===== config.mk =====
export PLATFORM = sky130hd
export DESIGN_NAME = mc_control_unit
export DESIGN_NICKNAME = d
export VERILOG_FILES = /design/src/rtl/mc_cpu_pkg.sv /design/src/rtl/mc_opcode_decode.sv /design/src/rtl/mc_control_unit.sv
export SDC_FILE = /design/constraint.sdc
export NUM_CORES = 1
export LEC_CHECK = 0
export CAP_MARGIN = 25
export CORE_MARGIN = 2
export CORE_UTILIZATION = 45
export DETAILED_ROUTE_END_ITERATION = 10
export PLACE_DENSITY_LB_ADDON = 0.08
export SETUP_SLACK_MARGIN = 0.3
export SYNTH_ARGS = -nofsm -noshare
export SYNTH_HDL_FRONTEND = slang
export SYNTH_SLANG_ARGS = --single-unit

===== constraint.sdc =====
create_clock -name clk -period 3.6 [get_ports clk]
set_clock_uncertainty 0.15 [all_clocks]
set_input_delay 0.54 -clock clk [delete_from_list [all_inputs] [get_ports clk]]
set_output_delay 0.54 -clock clk [all_outputs]
set_load 0.05 [all_outputs]

===== src/rtl/mc_cpu_pkg.sv =====
// mc_cpu_pkg: shared state, opcode, ALU and mux-select encodings for the MC-CPU control path.
package mc_cpu_pkg;

    localparam int STATE_W = 3;
    localparam int OPC_W   = 6;

    typedef enum logic [STATE_W-1:0] {
        S_IF     = 3'b000,
        S_ID     = 3'b001,
        S_EXE_LS = 3'b010,
        S_MEM    = 3'b011,
        S_WB_LD  = 3'b100,
        S_EXE_BR = 3'b101,
        S_EXE_AL = 3'b110,
        S_WB_AL  = 3'b111
    } state_e;

    localparam logic [OPC_W-1:0] OP_ADD   = 6'b000000;
    localparam logic [OPC_W-1:0] OP_SUB   = 6'b000001;
    localparam logic [OPC_W-1:0] OP_ADDI  = 6'b000010;
    localparam logic [OPC_W-1:0] OP_OR    = 6'b010000;
    localparam logic [OPC_W-1:0] OP_AND   = 6'b010001;
    localparam logic [OPC_W-1:0] OP_ORI   = 6'b010010;
    localparam logic [OPC_W-1:0] OP_SLL   = 6'b011000;
    localparam logic [OPC_W-1:0] OP_SLT   = 6'b100110;
    localparam logic [OPC_W-1:0] OP_SLTIU = 6'b100111;
    localparam logic [OPC_W-1:0] OP_SW    = 6'b110000;
    localparam logic [OPC_W-1:0] OP_LW    = 6'b110001;
    localparam logic [OPC_W-1:0] OP_BEQ   = 6'b110100;
    localparam logic [OPC_W-1:0] OP_J     = 6'b111000;
    localparam logic [OPC_W-1:0] OP_JR    = 6'b111001;
    localparam logic [OPC_W-1:0] OP_JAL   = 6'b111010;
    localparam logic [OPC_W-1:0] OP_HALT  = 6'b111111;

    localparam logic [2:0] ALU_ADD  = 3'b000;
    localparam logic [2:0] ALU_SUB  = 3'b001;
    localparam logic [2:0] ALU_SLTU = 3'b010;
    localparam logic [2:0] ALU_SLT  = 3'b011;
    localparam logic [2:0] ALU_SLL  = 3'b100;
    localparam logic [2:0] ALU_OR   = 3'b101;
    localparam logic [2:0] ALU_AND  = 3'b110;

    localparam logic [1:0] REG_RA = 2'b00;
    localparam logic [1:0] REG_RT = 2'b01;
    localparam logic [1:0] REG_RD = 2'b10;

    localparam logic [1:0] PC_SEQ = 2'b00;
    localparam logic [1:0] PC_BR  = 2'b01;
    localparam logic [1:0] PC_JR  = 2'b10;
    localparam logic [1:0] PC_J   = 2'b11;

    // Instruction class drives the FSM path; undefined opcodes fall into CL_NOP.
    typedef enum logic [3:0] {
        CL_NOP, CL_ALU, CL_LW, CL_SW, CL_BEQ, CL_J, CL_JR, CL_JAL, CL_HALT
    } op_class_e;

    typedef struct packed {
        logic       alu_src_b;
        logic       sa_ext;
        logic [2:0] alu_op;
        logic       ext_sel;
        logic       alum2reg;
        logic       wr_reg_data;
        logic [1:0] reg_out;
    } sel_t;

endpackage


===== src/rtl/mc_opcode_decode.sv =====
// mc_opcode_decode: combinational opcode to instruction class and datapath select signals.
module mc_opcode_decode
    import mc_cpu_pkg::*;
(
    input  logic [OPC_W-1:0] opcode_i,
    output sel_t             sel_o,
    output op_class_e        cls_o
);

    always_comb begin
        sel_o = '{alu_src_b: 1'b0, sa_ext: 1'b0, alu_op: ALU_ADD, ext_sel: 1'b1,
                  alum2reg: 1'b0, wr_reg_data: 1'b1, reg_out: REG_RA};
        cls_o = CL_NOP;
        case (opcode_i)
            OP_ADD: begin
                cls_o = CL_ALU;
                sel_o.reg_out = REG_RD;
            end
            OP_SUB: begin
                cls_o = CL_ALU;
                sel_o.reg_out = REG_RD;
                sel_o.alu_op = ALU_SUB;
            end
            OP_ADDI: begin
                cls_o = CL_ALU;
                sel_o.alu_src_b = 1'b1;
                sel_o.reg_out = REG_RT;
            end
            OP_OR: begin
                cls_o = CL_ALU;
                sel_o.reg_out = REG_RD;
                sel_o.alu_op = ALU_OR;
            end
            OP_AND: begin
                cls_o = CL_ALU;
                sel_o.reg_out = REG_RD;
                sel_o.alu_op = ALU_AND;
            end
            OP_ORI: begin
                cls_o = CL_ALU;
                sel_o.alu_src_b = 1'b1;
                sel_o.reg_out = REG_RT;
                sel_o.alu_op = ALU_OR;
                sel_o.ext_sel = 1'b0;
            end
            OP_SLL: begin
                cls_o = CL_ALU;
                sel_o.reg_out = REG_RD;
                sel_o.alu_op = ALU_SLL;
                sel_o.sa_ext = 1'b1;
            end
            OP_SLT: begin
                cls_o = CL_ALU;
                sel_o.reg_out = REG_RD;
                sel_o.alu_op = ALU_SLT;
            end
            OP_SLTIU: begin
                cls_o = CL_ALU;
                sel_o.alu_src_b = 1'b1;
                sel_o.reg_out = REG_RT;
                sel_o.alu_op = ALU_SLTU;
            end
            OP_SW: begin
                cls_o = CL_SW;
                sel_o.alu_src_b = 1'b1;
            end
            OP_LW: begin
                cls_o = CL_LW;
                sel_o.alu_src_b = 1'b1;
                sel_o.reg_out = REG_RT;
                sel_o.alum2reg = 1'b1;
            end
            OP_BEQ: begin
                cls_o = CL_BEQ;
                sel_o.alu_op = ALU_SUB;
            end
            OP_J:    cls_o = CL_J;
            OP_JR:   cls_o = CL_JR;
            OP_JAL: begin
                cls_o = CL_JAL;
                sel_o.wr_reg_data = 1'b0;
            end
            OP_HALT: cls_o = CL_HALT;
            default: cls_o = CL_NOP;
        endcase
    end

endmodule


===== src/rtl/mc_control_unit.sv =====
// mc_control_unit: multi-cycle instruction-phase FSM and datapath strobe/select generation.
module mc_control_unit
    import mc_cpu_pkg::*;
(
    input  logic             clk,
    input  logic             reset,
    input  logic [OPC_W-1:0] opcode,
    input  logic             zero,
    output logic             PCWre,
    output logic             IRWre,
    output logic             InsMemRW,
    output logic             RegWre,
    output logic             DataMemRW,
    output logic             ALUSrcB,
    output logic             SAExt,
    output logic [2:0]       ALUOp,
    output logic             ExtSel,
    output logic             ALUM2Reg,
    output logic             WrRegData,
    output logic [1:0]       RegOut,
    output logic [1:0]       PCSrc,
    output logic [STATE_W-1:0] state,
    output logic [STATE_W-1:0] next_state
);

    state_e    state_q, state_d;
    sel_t      sel;
    op_class_e cls;
    logic      in_if;

    mc_opcode_decode u_dec (
        .opcode_i (opcode),
        .sel_o    (sel),
        .cls_o    (cls)
    );

    always_ff @(posedge clk) begin
        state_q <= reset ? S_IF : state_d;
    end

    always_comb begin
        state_d   = state_q;
        PCWre     = 1'b0;
        IRWre     = 1'b0;
        InsMemRW  = 1'b0;
        RegWre    = 1'b0;
        DataMemRW = 1'b0;
        PCSrc     = PC_SEQ;
        case (state_q)
            S_IF: begin
                state_d  = S_ID;
                IRWre    = 1'b1;
                InsMemRW = 1'b1;
            end
            S_ID: begin
                case (cls)
                    CL_ALU:       state_d = S_EXE_AL;
                    CL_LW, CL_SW: state_d = S_EXE_LS;
                    CL_BEQ:       state_d = S_EXE_BR;
                    CL_HALT:      state_d = S_ID;
                    default: begin
                        // Jumps and undefined opcodes retire in ID.
                        state_d = S_IF;
                        PCWre   = 1'b1;
                        RegWre  = cls == CL_JAL;
                        PCSrc   = (cls == CL_J || cls == CL_JAL) ? PC_J :
                                  cls == CL_JR ? PC_JR : PC_SEQ;
                    end
                endcase
            end
            S_EXE_LS: state_d = S_MEM;
            S_MEM: begin
                state_d   = cls == CL_SW ? S_IF : S_WB_LD;
                PCWre     = cls == CL_SW;
                DataMemRW = cls == CL_SW;
            end
            S_WB_LD: begin
                state_d = S_IF;
                PCWre   = 1'b1;
                RegWre  = 1'b1;
            end
            S_EXE_BR: begin
                state_d = S_IF;
                PCWre   = 1'b1;
                PCSrc   = zero ? PC_BR : PC_SEQ;
            end
            S_EXE_AL: state_d = S_WB_AL;
            S_WB_AL: begin
                state_d = S_IF;
                PCWre   = 1'b1;
                RegWre  = 1'b1;
            end
            default: state_d = S_IF;
        endcase
    end

    assign in_if      = state_q == S_IF;
    assign ALUSrcB    = !in_if && sel.alu_src_b;
    assign SAExt      = !in_if && sel.sa_ext;
    assign ALUOp      = in_if ? ALU_ADD : sel.alu_op;
    assign ExtSel     = !in_if && sel.ext_sel;
    assign ALUM2Reg   = !in_if && sel.alum2reg;
    assign WrRegData  = !in_if && sel.wr_reg_data;
    assign RegOut     = in_if ? REG_RA : sel.reg_out;
    assign state      = state_q;
    assign next_state = state_d;

endmodule

==> reports/results.ini <==
[final_layout]
layout.nets = 147
diodes = 0
multiInputGateArea_um2 = 605.6
drive_gt1_share_pct = 28.47
utilization_pct = 76.25
areaGrowthSynthToFinish_pct = 58.00
fin_cells = 153
regArea_um2 = 60.06
fill_cells = 121
largest_reg_flops = 3

[grt]
use_met2_pct = 39.71
grt.busiest_layer = met2
grt_max_degree = 15
grt_use_met1_pct = 26.23
track_usage_pct = 22.55
grt_pass1_wl_um = 3374
use_met3_pct = 4.082
gr-total-overflow = 0
antenna_found_initial = 0
grt_pass1_vias = 801

[clock_network]
clock-sinks = 3
post-cts-setup-buffers = 0
cts.clk_slew.worst_paths_ns = 0.04
cts_buffers = 3
cts_resized = 0
cts.htree.levels = 1
postCtsHoldBufs = 0
cts_buffer_depth = 2
tritoncts = built
clockRootBuffer = clkbuf_4
insertion_delay_ns = 0.24

[worst_setup_path]
endpoint_kind = output pin
slowest_stage = clkdlybuf4s50_1
worst_ep_arrival_time_ns = 2.40
max_stage_delay_ns = 0.48
crit_fanout = 10
worstPathRequired_ns = 2.91
path_cells = clkdlybuf4s50_1 > buf_4 > nor4b_2 > a21oi_1 > a211o_1 > a21o_1 > o21ai_1 > buf_12
critPathLaunchType = primary input
crit_type = in -> out

[routing]
num_vias = 882
drt_first_iter_violations = 17
wirelength_um = 2043
first_pass_iters = 4
post-route-drc-count = 0
drtAntennaViolNets = 0
wl_per_cell_um = 13.35
drt-vias-per-instance = 5.765

[timing]
setup_violations = 0
relSlewSlack_pct = 66.94
setup_tns_ns = 0
max_freq_mhz = 323.3
tightest_slew_ns = 0.4943
period_needed_ns = 3.093
hold_violations = 0
drv_slew = 0
fin_crit_sh_pct = 85.91
rsz0062_at_grt = no

[placed_design]
dp.cells = 149
dp_hpwl_um = 1577
io_buffer_count = 31
gp_congestion = 0.8689

[die]
ios = 32
die_w_um = 44.19
die_h_um = 44.19
fp.dieArea_um2 = 1953
core-area_um2 = 1506
start_util_pct = 48.26
fp-row-count = 14

[synthesis]
synth_edf_count = 0
synthTopCellsByCount = nor2_1 (13), a21oi_1 (9), nor3_1 (7), nand2_1 (6), nor2b_1 (5)
synthCells = 106
synth_flop_cell = dfxtp_1
synthDistinctLibCells = 41
syn_avg_cell_area_um2 = 6.858
synth_area_leader_cell = dfxtp_1
synthArstFlopShare_pct = 0
yosysWarnings = 0
syn-num-nets = 115
ys_ff_latch = 3
yosysMostFrequentCell = nor2_1
syn_area_um2 = 726.9
synth_area_leaders = dfxtp_1 (8.3%), nor2_1 (6.7%), a21oi_1 (6.2%)
seq_area_frac_synth_pct = 8.262
synth_top_area_share_pct = 8.262

[hold_path]
hold_path.class = reg -> reg

[power]
p_leak_nw = 0.4391
p_per_area_nw_per_um2 = 246.2
peakVddDrop_mv = 0.1265

[flow_run]
cap_violations = 0

[outcome]
outcome = finished, final reports clean

## power breakdown
| part | internal, W | total (W) | leakage (nW) | switching, W |
|---|---|---|---|---|
| Clock | 0.0000418 | 0.0000630 | 0.0150 | 0.0000212 |
| Sequential | 0.0000355 | 0.0000406 | 0.0246 | 0.00000516 |
| Combinational | 0.0000716 | 0.000179 | 0.399 | 0.000108 |
| Total | 0.000149 | 0.000283 | 0.439 | 0.000134 |
## area by class of cell
class / count / area share, %
inverter: 1 / 0.3268
timing repair buffer: 38 / 37.69
clock buffer: 4 / 2.288
multi-input combinational: 91 / 52.72
sequential: 3 / 5.229
tap: 16 / 1.743
## per-stage QoR
step | total power (W) | instance area (um^2) | setup slack, ns | hold slack [ns]
final | 0.0002828 | 1149 | 0.5072 | 0.4920
after global routing | 0.0002987 | 1149 | 0.3476 | 0.5266
after CTS | 0.0002837 | 1142 | 0.3869 | 0.4703
after detailed placement | 0.0002189 | 1116 | 0.3945 | 0.4624
after global placement | 0.0002166 | 1116 | 0.4664 | 0.4537
after floorplan | 0.0001555 | 733.2 | 0.2682 | 0.4546
## critical path: cells and delay by family
kind,cells,cell delay [ns]
buf+inv,3,0.86
compound gates,4,0.79
simple gates,1,0.20
## final timing paths
kind / start / to / slack, ns / depth (start not counted)
max: opcode[3] / PCSrc[0] / 0.51 / 8
min: state[0] / state[0] / 0.49 / 1
max reg2reg: state[0] / state[1] / 1.88 / 4
min reg2reg: state[0] / state[0] / 0.49 / 1
## cells in the final DEF, fill, tap and decap left out, drive strengths merged, types with 2 or more instances in the layout
cell type / Yosys / final
o211ai: 2 / 2
a211o: 2 / 2
clkdlybuf4s50: 0 / 12
and4b: 3 / 3
nor2: 13 / 13
dfxtp: 3 / 3
clkbuf: 4 / 4
nand3: 3 / 3
a31oi: 5 / 5
nor3: 7 / 7
a21oi: 9 / 9
nand3b: 3 / 3
and3b: 2 / 2
xnor2: 2 / 2
nor4b: 2 / 2
buf: 7 / 25
and2b: 2 / 2
nor2b: 6 / 6
nand2: 6 / 6
nand2b: 4 / 4
o21ai: 8 / 8
## routing by layer
metal / share of wire [%] / wire, um / vias up
met5: 0 / 0 / -
met4: 1.6 / 32 / 0
met3: 4.1 / 84 / 4
met2: 48 / 977 / 27
met1: 46 / 948 / 395
li1: - / - / 456
## cell families after synthesis
family                    after synthesis  synth area share [%]
and+or+nand+nor                        56                 45.78
AOI/OAI and AO/OA                      33                 33.73
buffers and inverters                  12                 9.808
DFF                                     3                 8.262
xor gates and xnor gates                2                 2.410
Power figures use the tool's default switching activity.
